$ cat config.mk
export PLATFORM = sky130hd
export DESIGN_NAME = bk_cfg_seq
export DESIGN_NICKNAME = d
export VERILOG_FILES = /design/src/rtl/bk_cfg_pkg.sv /design/src/rtl/bk_cfg_tbl.sv /design/src/rtl/bk_cfg_seq.sv
export SDC_FILE = /design/constraint.sdc
export NUM_CORES = 1
export LEC_CHECK = 0
export BUFFER_PORTS_ARGS = -buffer_cell sky130_fd_sc_hd__buf_2
export CAP_MARGIN = 40
export CORE_MARGIN = 5
export CORE_UTILIZATION = 36
export DETAILED_ROUTE_END_ITERATION = 10
export MAX_ROUTING_LAYER = met4
export SLEW_MARGIN = 0
export SYNTH_ARGS = -nofsm -noshare
export SYNTH_HDL_FRONTEND = slang
export SYNTH_SLANG_ARGS = --single-unit
export TNS_END_PERCENT = 20
$ cat constraint.sdc
create_clock -name clk -period 20.8 [get_ports clk]
set_input_delay 5.2 -clock clk [delete_from_list [all_inputs] [get_ports clk]]
set_output_delay 5.2 -clock clk [all_outputs]
set_load 0.02 [all_outputs]
$ cat src/rtl/bk_cfg_pkg.sv
// -----------------------------------------------------------------------------
// bk_cfg_pkg
// Shared definitions for the BK configuration sequencer:
//   - state_e : FSM state encoding, also exported on status_o[7:4]
//   - STAT_*  : bit positions / widths of the status_o readback word
//   - clog2() : constant ceil(log2) helper used for port and counter widths
// -----------------------------------------------------------------------------
package bk_cfg_pkg;

  typedef enum logic [3:0] {
    S_IDLE    = 4'd0,
    S_LOAD    = 4'd1,
    S_DRIVE   = 4'd2,
    S_RELEASE = 4'd3,
    S_GAP     = 4'd4,
    S_DONE    = 4'd5
  } state_e;

  localparam int STAT_BUSY      = 0;
  localparam int STAT_DONE      = 1;
  localparam int STAT_ERR       = 2;
  localparam int STAT_STATE_LSB = 4;
  localparam int STAT_STATE_W   = 4;
  localparam int STAT_PTR_LSB   = 8;
  localparam int STAT_PTR_W     = 8;
  localparam int STAT_BK_LSB    = 16;
  localparam int STAT_BK_W      = 16;

  // ceil(log2(value)); returns 0 for value <= 1.
  function automatic int clog2(input int value);
    int r;
    r = 0;
    for (int v = value - 1; v > 0; v = v >> 1) begin
      r++;
    end
    return r;
  endfunction

endpackage

$ cat src/rtl/bk_cfg_tbl.sv
// -----------------------------------------------------------------------------
// bk_cfg_tbl
// Simple dual-port DEPTH x WIDTH table: one write port, one synchronous read
// port with one cycle of latency. Written so it maps onto distributed or
// block RAM.
//   clk      : system clock
//   wr_en    : write strobe
//   wr_addr  : write address
//   wr_data  : write data
//   rd_en    : read enable; rd_data updates on the next edge only when set
//   rd_addr  : read address
//   rd_data  : registered read data (holds between reads)
// -----------------------------------------------------------------------------
module bk_cfg_tbl
  import bk_cfg_pkg::*;
#(
  parameter int DEPTH = 16,
  parameter int WIDTH = 64
) (
  input  logic                      clk,
  input  logic                      wr_en,
  input  logic [clog2(DEPTH)-1:0]   wr_addr,
  input  logic [WIDTH-1:0]          wr_data,
  input  logic                      rd_en,
  input  logic [clog2(DEPTH)-1:0]   rd_addr,
  output logic [WIDTH-1:0]          rd_data
);

  logic [WIDTH-1:0] mem [DEPTH];

  // NOTE: the array and read register have no reset; a reset would stop the
  // tools from mapping this onto RAM. The sequencer masks rd_data until the
  // first read after reset, so the unknown initial value is never visible.
  always_ff @(posedge clk) begin
    if (wr_en) begin
      mem[wr_addr] <= wr_data;
    end
    if (rd_en) begin
      rd_data <= mem[rd_addr];
    end
  end

endmodule

$ cat src/rtl/bk_cfg_seq.sv
// -----------------------------------------------------------------------------
// bk_cfg_seq
// Replays a software-preloaded table of (index, value) pairs to the BK core
// over a Ready/Ack handshake, one entry at a time, then pulses ap_done_o.
// Each handshake phase is guarded by a cycle timeout.
//   clk, rst_n          : clock, synchronous active-low reset
//   ap_start_pedge      : one-cycle start pulse (ignored unless idle)
//   ap_done_o           : one-cycle completion pulse (also on timeout)
//   ap_busy_o           : high while the sequence runs
//   tbl_wr_*            : table write port, accepted only while idle
//   cfg_len_i           : entries to send, clamped to DEPTH at start
//   BkpCfg_Ready_o      : entry valid toward the BK core
//   BkpCfg_DataIndex_o  : index of the current entry
//   BkpCfg_DataValue_o  : value of the current entry
//   BK_Status_i         : BK core status; bit ACK_BIT is the acknowledge
//   status_o            : {BK_Status_i[15:0], ptr, state, 0, err, done, busy}
// -----------------------------------------------------------------------------
module bk_cfg_seq
  import bk_cfg_pkg::*;
#(
  parameter int          DEPTH   = 16,
  parameter int          DATA_W  = 32,
  parameter int          ACK_BIT = 0,
  parameter int unsigned TIMEOUT = 50000,
  parameter int unsigned GAP     = 4
) (
  input  logic                      clk,
  input  logic                      rst_n,
  input  logic                      ap_start_pedge,
  output logic                      ap_done_o,
  output logic                      ap_busy_o,
  input  logic                      tbl_wr_en_i,
  input  logic [clog2(DEPTH)-1:0]   tbl_wr_addr_i,
  input  logic [DATA_W-1:0]         tbl_wr_index_i,
  input  logic [DATA_W-1:0]         tbl_wr_value_i,
  input  logic [clog2(DEPTH):0]     cfg_len_i,
  output logic                      BkpCfg_Ready_o,
  output logic [DATA_W-1:0]         BkpCfg_DataIndex_o,
  output logic [DATA_W-1:0]         BkpCfg_DataValue_o,
  input  logic [31:0]               BK_Status_i,
  output logic [31:0]               status_o
);

  localparam int AW = clog2(DEPTH);
  // One extra bit so that a length of exactly DEPTH is representable.
  localparam int CW = AW + 1;

  state_e            state;
  logic [CW-1:0]     ptr;
  logic [CW-1:0]     len;
  logic [31:0]       wait_cnt;
  logic [31:0]       gap_cnt;
  logic              ready_q;
  logic              done_q;
  logic              done_sticky;
  logic              err_sticky;
  logic              data_vld;
  logic              armed;

  logic              ack;
  logic [CW-1:0]     len_clamped;
  logic              last_entry;
  logic              timeout_hit;
  logic              gap_last;
  logic [2*DATA_W-1:0] rd_data;

  assign ack         = BK_Status_i[ACK_BIT];
  assign len_clamped = (cfg_len_i > CW'(DEPTH)) ? CW'(DEPTH) : cfg_len_i;
  assign last_entry  = (ptr == len - CW'(1));
  assign timeout_hit = (TIMEOUT != 0) && (wait_cnt == TIMEOUT - 1);
  assign gap_last    = (gap_cnt == GAP - 1);

  // Writes are only honoured while idle so the table cannot change under a
  // running sequence; the read is issued only from LOAD, so read and write
  // never collide on the same address.
  bk_cfg_tbl #(
    .DEPTH (DEPTH),
    .WIDTH (2 * DATA_W)
  ) u_tbl (
    .clk     (clk),
    .wr_en   (tbl_wr_en_i && (state == S_IDLE)),
    .wr_addr (tbl_wr_addr_i),
    .wr_data ({tbl_wr_index_i, tbl_wr_value_i}),
    .rd_en   (state == S_LOAD),
    .rd_addr (ptr[AW-1:0]),
    .rd_data (rd_data)
  );

  // NOTE: all sequential state uses non-blocking assignments so every branch
  // below reads the pre-edge value of state, ptr and the counters.
  always_ff @(posedge clk) begin
    if (!rst_n) begin
      state       <= S_IDLE;
      ptr         <= '0;
      len         <= '0;
      wait_cnt    <= '0;
      gap_cnt     <= '0;
      ready_q     <= 1'b0;
      done_q      <= 1'b0;
      done_sticky <= 1'b0;
      err_sticky  <= 1'b0;
      data_vld    <= 1'b0;
      armed       <= 1'b0;
    end else begin
      // armed blocks a start presented on the first edge out of reset.
      armed  <= 1'b1;
      done_q <= 1'b0;
      case (state)
        S_IDLE: begin
          if (ap_start_pedge && armed) begin
            ptr         <= '0;
            len         <= len_clamped;
            done_sticky <= 1'b0;
            err_sticky  <= 1'b0;
            state       <= (len_clamped == '0) ? S_DONE : S_LOAD;
          end
        end

        S_LOAD: begin
          // Table read lands on this edge together with Ready.
          ready_q  <= 1'b1;
          data_vld <= 1'b1;
          wait_cnt <= '0;
          state    <= S_DRIVE;
        end

        S_DRIVE: begin
          if (ack) begin
            ready_q  <= 1'b0;
            wait_cnt <= '0;
            state    <= S_RELEASE;
          end else if (timeout_hit) begin
            ready_q    <= 1'b0;
            err_sticky <= 1'b1;
            wait_cnt   <= '0;
            state      <= S_DONE;
          end else begin
            wait_cnt <= wait_cnt + 32'd1;
          end
        end

        S_RELEASE: begin
          if (!ack) begin
            wait_cnt <= '0;
            if (last_entry) begin
              state <= S_DONE;
            end else begin
              ptr     <= ptr + CW'(1);
              gap_cnt <= '0;
              state   <= (GAP == 0) ? S_LOAD : S_GAP;
            end
          end else if (timeout_hit) begin
            err_sticky <= 1'b1;
            wait_cnt   <= '0;
            state      <= S_DONE;
          end else begin
            wait_cnt <= wait_cnt + 32'd1;
          end
        end

        S_GAP: begin
          if (gap_last) begin
            state <= S_LOAD;
          end else begin
            gap_cnt <= gap_cnt + 32'd1;
          end
        end

        S_DONE: begin
          done_q      <= 1'b1;
          done_sticky <= 1'b1;
          state       <= S_IDLE;
        end

        default: state <= S_IDLE;
      endcase
    end
  end

  assign ap_done_o      = done_q;
  assign ap_busy_o      = (state != S_IDLE);
  assign BkpCfg_Ready_o = ready_q;

  // The read register has no reset; hold the data outputs at zero until the
  // first entry has actually been fetched.
  assign BkpCfg_DataIndex_o = data_vld ? rd_data[2*DATA_W-1:DATA_W] : '0;
  assign BkpCfg_DataValue_o = data_vld ? rd_data[DATA_W-1:0]        : '0;

  // NOTE: every bit is given a default first so this block cannot infer a latch.
  always_comb begin
    status_o                                 = '0;
    status_o[STAT_BUSY]                      = ap_busy_o;
    status_o[STAT_DONE]                      = done_sticky;
    status_o[STAT_ERR]                       = err_sticky;
    status_o[STAT_STATE_LSB +: STAT_STATE_W] = state;
    status_o[STAT_PTR_LSB +: STAT_PTR_W]     = STAT_PTR_W'(ptr);
    status_o[STAT_BK_LSB +: STAT_BK_W]       = BK_Status_i[STAT_BK_W-1:0];
  end

endmodule

==> Word-level counts from Yosys, hierarchy flattened <==
Memories as Yosys holds them, arrays and structs flattened. A register that Yosys moved wholly into a read port is not among the register bits.
Cells that the tools add are included.
{ "totals": {"in_bits": 109, "register_bits": 84, "mem_bits_rw": 1024, "output_inout_bits": 99, "wordCells": 87, "memories": 1} }
{ "mem_list": {"columns": ["memory", "depth", "width", "rd", "rd_ports_with_merged_regs", "wr", "line_no", "text"], "rows": [
  ["u_tbl.mem", 16, 64, 1, 1, 1, "bk_cfg_tbl.sv:29", "logic [WIDTH-1:0] mem [DEPTH];"]
]} }
{ "op_classes": {"n_eq_ne": 16, "muxes": 36, "order_cmp": 1, "reduce_logical": 18, "add_sub_neg": 4} }
{ "ops": {"columns": ["cell", "n"], "rows": [
  ["32-bit two-way mux", 8],
  ["32-bit case mux with 3 select lines", 1],
  ["32-bit by 1-bit adder with 32-bit output (second input constant)", 2],
  ["32-bit case mux with 2 select lines", 1],
  ["32-bit by 16-bit equality test with 1-bit output (second input constant)", 1],
  ["32-bit by 2-bit equality test with 1-bit output (second input constant)", 1],
  ["4-bit two-way mux", 5],
  ["5-bit two-way mux", 4],
  ["4-bit case mux with 5 select lines", 1],
  ["2-bit != test (second input constant)", 6],
  ["4-bit AND reduction", 3],
  ["1-bit two-way mux", 11],
  ["5-bit case mux with 2 select lines", 1],
  ["4-bit by 2-bit equality test with 1-bit output (second input constant)", 2],
  ["4-bit by 3-bit equality test with 1-bit output (second input constant)", 2],
  ["2-bit AND reduction", 4],
  ["2-bit nonzero test", 4],
  ["3-bit nonzero test", 2],
  ["5-bit by 1-bit adder with 5-bit output (second input constant)", 1],
  ["5-bit equality test", 1],
  ["5-bit greater-than comparator (second input constant)", 1],
  ["5-bit logical NOT", 1],
  ["5-bit by 1-bit subtractor with 5-bit output (second input constant)", 1],
  ["4-bit by 1-bit equality test with 1-bit output (second input constant)", 1],
  ["other kinds (8)", 10]
]} }

==> Logic depth before layout (Yosys ltp) <==
{ "logic_depth": {"word_depth": 6, "depth_mapped": 10, "ltp_nobuf": 8} }

==> Cells and area by module <==
A second synthesis with hierarchy kept.
{ "hier_totals": {"cells_unflattened": 2249, "area_unflattened_um2": 45073.2} }
{ "by_module_without_submodules": {"columns": ["module", "area_per_inst_um2", "cells_per_inst", "seq_area_each_um2", "n_inst"], "rows": [
  ["bk_cfg_tbl", 40222.3, 1647, 32671.3, 1],
  ["bk_cfg_seq", 4850.9, 602, 1681.6, 1]
]} }

==> Worst setup path after synthesis <==
No wires, ideal clock.
{ "synth_path": {"path_type": "input-to-reg", "from": "input port tbl_wr_en_i", "to": "memory u_tbl.mem[0][0] (enable)", "path_buffers": 0, "t_arrival_ns": 10.039, "path_slack_ns": 10.196, "cell_stages": 3, "setup_ns": 0.565, "t_required_ns": 20.235, "cell_sequence": "nand3_1 > or3_1 > nor3_1"} }
{ "synth_between": {"elab_chain_cells": 3} }
{ "synth_lines": {"columns": ["item", "line_no", "text"], "rows": [
  ["from (decl)", "bk_cfg_seq.sv:32", "input logic tbl_wr_en_i,"],
  ["1-bit logical AND", "bk_cfg_seq.sv:81", ".wr_en (tbl_wr_en_i && (state == S_IDLE)),"],
  ["1-bit two-way mux", "bk_cfg_tbl.sv:35", "if (wr_en) begin"],
  ["1-bit two-way mux (implied by the code)", "bk_cfg_tbl.sv:36", "mem[wr_addr] <= wr_data;"],
  ["to (decl)", "bk_cfg_tbl.sv:29", null]
]} }
Every way passes these cells.

==> Worst setup path in the final report <==
{ "layout_path": {"from": "input port BK_Status_i[0]", "to": "output port status_o[16]"} }
{ "layout_rtl": {"columns": ["item", "line_no", "text"], "rows": [
  ["from (decl)", "bk_cfg_seq.sv:40", "input logic [31:0] BK_Status_i,"],
  ["to (decl)", "bk_cfg_seq.sv:41", "output logic [31:0] status_o"]
]} }
No word-level cell between the ends.

==> qor.csv <==
stage,metric,value,unit
synthesis,"Distinct cells, synth",62,
sta,endpoints failing hold,0,
routing,total wire length,102,mm
worst_setup_path,CP required,15.60,ns
sta,final worst setup slack,10.00,ns
worst_setup_path,CP Max Fanout,7,
power_and_ir_drop,register share of total power,53.9,%
final_layout,fin util,41.6,%
global_route,gr usage total,15.7,%
synthesis,Synth Cell Area,45100,um^2
final_layout,fin area,52100,um^2
routing,routed vias/inst,5.19,
clock_network,worst skew pair latency,0.70,ns
final_layout,area grow syn2layout,15.3,%
clock_network,root buf cell,clkbuf_16,
clock_network,CTS Buf Count,117,
placement,Port Buffers,157,
synthesis,most frequent cell after synthesis,edfxtp_1,
sta,Worst slew margin,29.7,%
final_layout,nets,2441,
clock_network,# clock sinks,1172,
power_and_ir_drop,Max IR drop VDD,0.0662,mV
min_path,worst min path class,flip-flop to flip-flop,
power_and_ir_drop,Gate power share,2.6,%
floorplan,Initial Utilization,36.1,%
worst_setup_path,crit path kind,input port to output pin,
synthesis,Post-synth EDFFs,1088,
worst_setup_path,Worst R2R Setup Slack,16.62,ns
sta,Setup TNS Final,0,ns
floorplan,Die Wd,364,um
synthesis,top-area cell type share of the netlist area,72.4,%
clock_network,"Clk pin slew, worst setup/hold paths",0.06,ns
global_route,grt total ovfl,0,
synthesis,Post-Syn Instances,2110,
worst_setup_path,Critical Path Source Type,input port,
global_route,global-route wire length before repair,149,mm
power_and_ir_drop,pwr dens,92.4,nW/um^2
synthesis,Main synth FF type,edfxtp_1,
final_layout,fillers,10700,
worst_setup_path,CP dominant cell by count,buf_2,
routing,DR WL met2,50.9,mm
sta,Final Cycle Share,51.9,%
global_route,vias in the first global route,22400,
sta,Final Max Slew Viols,0,
power_and_ir_drop,internal power,3.86,mW
routing,Routed Antenna Nets,0,
routing,routed length per instance,24.9,um
synthesis,Syn Area/Cell,21.4,um^2
placement,Placement Cell Area,48200,um^2
sta,# setup viols final,0,
clock_network,Post-CTS Setup Bufs,0,
placement,Placer Congestion,0.836,
synthesis,post-synth top area cell,edfxtp_1,
placement,pre-CTS setup slack,10.01,ns
final_layout,layout cells sized above 1,30.4,%
outcome,outcome,"complete, no violations",
sta,min cycle time layout,10.80,ns
sta,Peak Freq,0.0926,GHz
floorplan,Rows,130,
synthesis,YS warnings,0,
floorplan,Chip Height,364,um
routing,DRT Pass-1 Iters,7,
global_route,initial antenna violation count,24,
power_and_ir_drop,net switching power,948,uW
final_layout,Reg area,34400,um^2
power_and_ir_drop,Clock Power Share,43.5,%
sta,pin slew with the least headroom to its limit,1.05,ns
worst_setup_path,critical-path cell list,buf_2 > buf_2,
synthesis,top post-synthesis cells by area,"edfxtp_1, mux4_2, dfxtp_1",
floorplan,total die area,133000,um^2
worst_setup_path,CP peak stage delay,0.20,ns
floorplan,core area,125000,um^2
final_layout,area of the multi-input gates,10200,um^2
clock_network,CTS tree,yes,
power_and_ir_drop,leak pwr,16.0,nW
worst_setup_path,CP Buf/Inv Count,2,
clock_network,CTS H-tree lvls,3,
sta,clock skew,0.0491,ns
synthesis,"top cells by count, synth","edfxtp_1, mux4_2, dfxtp_1",
synthesis,fraction of the yosys area taken by sequential cells,76.1,%
routing,DRT iter0 DRCs,2133,
synthesis,Yosys reg bits,1172,
clock_network,clock tree buffer depth,3,
placement,DP HPWL,56.0,mm
sta,RSZ-0062 raised after global routing,false,
routing,Max Used Layer,met4,
routing,vias,21300,
clock_network,hold_buf cts,0,
routing,DR WL met3,6.66,mm
worst_setup_path,Crit-path slowest cell,buf_2,
global_route,largest net degree at the start of global routing,117,
power_and_ir_drop,Switching Share,19.7,%
synthesis,async set-reset flop share out of synthesis,0,%
run,Max-Cap Viols,0,
floorplan,io pins,208,
sta,WHS,0.469,ns
clock_network,post-CTS sizing,0,
worst_setup_path,nature of the critical path endpoint,output pin,
routing,met1 WL,42.6,mm
routing,# DRC,0,
worst_setup_path,"CP delay by family, top",buffers and inverters,
worst_setup_path,arrival time worst endpoint,5.60,ns
flip-flops by register name, summed over array words and instances, names as in the netlist:
| name | cells |
|---|---|
| armed | 1 |
| err_sticky | 1 |
| data_vld | 1 |
| wait_cnt | 32 |
| ptr | 5 |
| len | 5 |
| u_tbl.mem | 1024 |
| BkpCfg_Ready_o | 1 |
| ap_done_o | 1 |
| done_sticky | 1 |
| state | 4 |
| gap_cnt | 32 |
| u_tbl.rd_data | 64 |
path summary, 6_finish.rpt:
check                  from           endpoint  depth (start not counted)
max          BK_Status_i[0]       status_o[16]                          2
min             done_sticky        done_sticky                          1
max reg2reg          ptr[1]  u_tbl.rd_data[47]                         10
min reg2reg     done_sticky        done_sticky                          1
power by group through the flow:
stage	clock network (mW)	logic [mW]	registers, mW
final	2.09	0.124	2.59
after global routing	2.24	0.136	2.59
after CTS	2.14	0.127	2.59
after detailed placement	0	0.127	2.64
after global placement	0	0.120	2.64
after floorplan	0	0.0750	2.64
cell usage in the layout (no fill, tap or decap), types with 7 or more instances in the layout:
cell | netlist | layout
nand2_1 | 38 | 38
buf_16 | 0 | 9
nor3_1 | 20 | 16
buf_2 | 31 | 157
buf_4 | 24 | 47
edfxtp_1 | 1088 | 1088
clkinv_2 | 0 | 25
xnor2_1 | 30 | 30
and2_1 | 69 | 68
clkbuf_1 | 61 | 26
xor2_1 | 16 | 16
o21ai_0 | 20 | 20
clkinv_1 | 0 | 27
a21oi_1 | 30 | 30
clkbuf_16 | 0 | 118
nor2b_1 | 8 | 8
bufinv_16 | 0 | 15
nand4_1 | 21 | 21
nor2_4 | 0 | 12
nand3_1 | 24 | 24
mux4_2 | 320 | 320
and3_1 | 10 | 10
or3_1 | 22 | 22
nor3b_1 | 7 | 7
dfxtp_1 | 84 | 79
inv_1 | 15 | 15
nor4_1 | 14 | 14
diode_2 | 0 | 18
nor2_1 | 82 | 70
layout make-up:
type	count	share of cell area, %
Clock buffer	144	5.86
Sequential cell	1172	66.0
Clock inverter	72	1.49
Inverter	15	0.108
Antenna cell	18	0.0865
Multi-Input combinational cell	805	19.7
Timing Repair Buffer	217	2.79
Tap cell	1650	3.97
metal layers:
layer	vias to the layer above	global-route usage (%)
met1	11300	20.4
met5	-	-
met2	606	25.8
li1	9166	-
met4	0	2.89
met3	148	3.42
logic make-up after synthesis:
| logic type | count (synthesis) | share of synthesized area [%] |
|---|---|---|
| XOR/XNOR | 46 | 0.892 |
| buffers and inverters | 137 | 1.48 |
| AND/OR/NAND/NOR | 344 | 4.20 |
| adder cells (fa/ha/maj) | 4 | 0.111 |
| flip-flops | 1172 | 76.1 |
| multiplexers | 321 | 16.0 |
| AO/OA/AOI/OAI | 85 | 1.22 |
| other | 1 | 0.00831 |
metrics by stage:
step / total power, mW / std cells
3_5_place_dp: 2.77 / 3859
6_report: 4.81 / 4093
3_3_place_gp: 2.76 / 3847
2_1_floorplan: 2.72 / 2114
4_1_cts: 4.86 / 4075
5_1_grt: 4.97 / 4090
(Power assumes the default switching activity.)
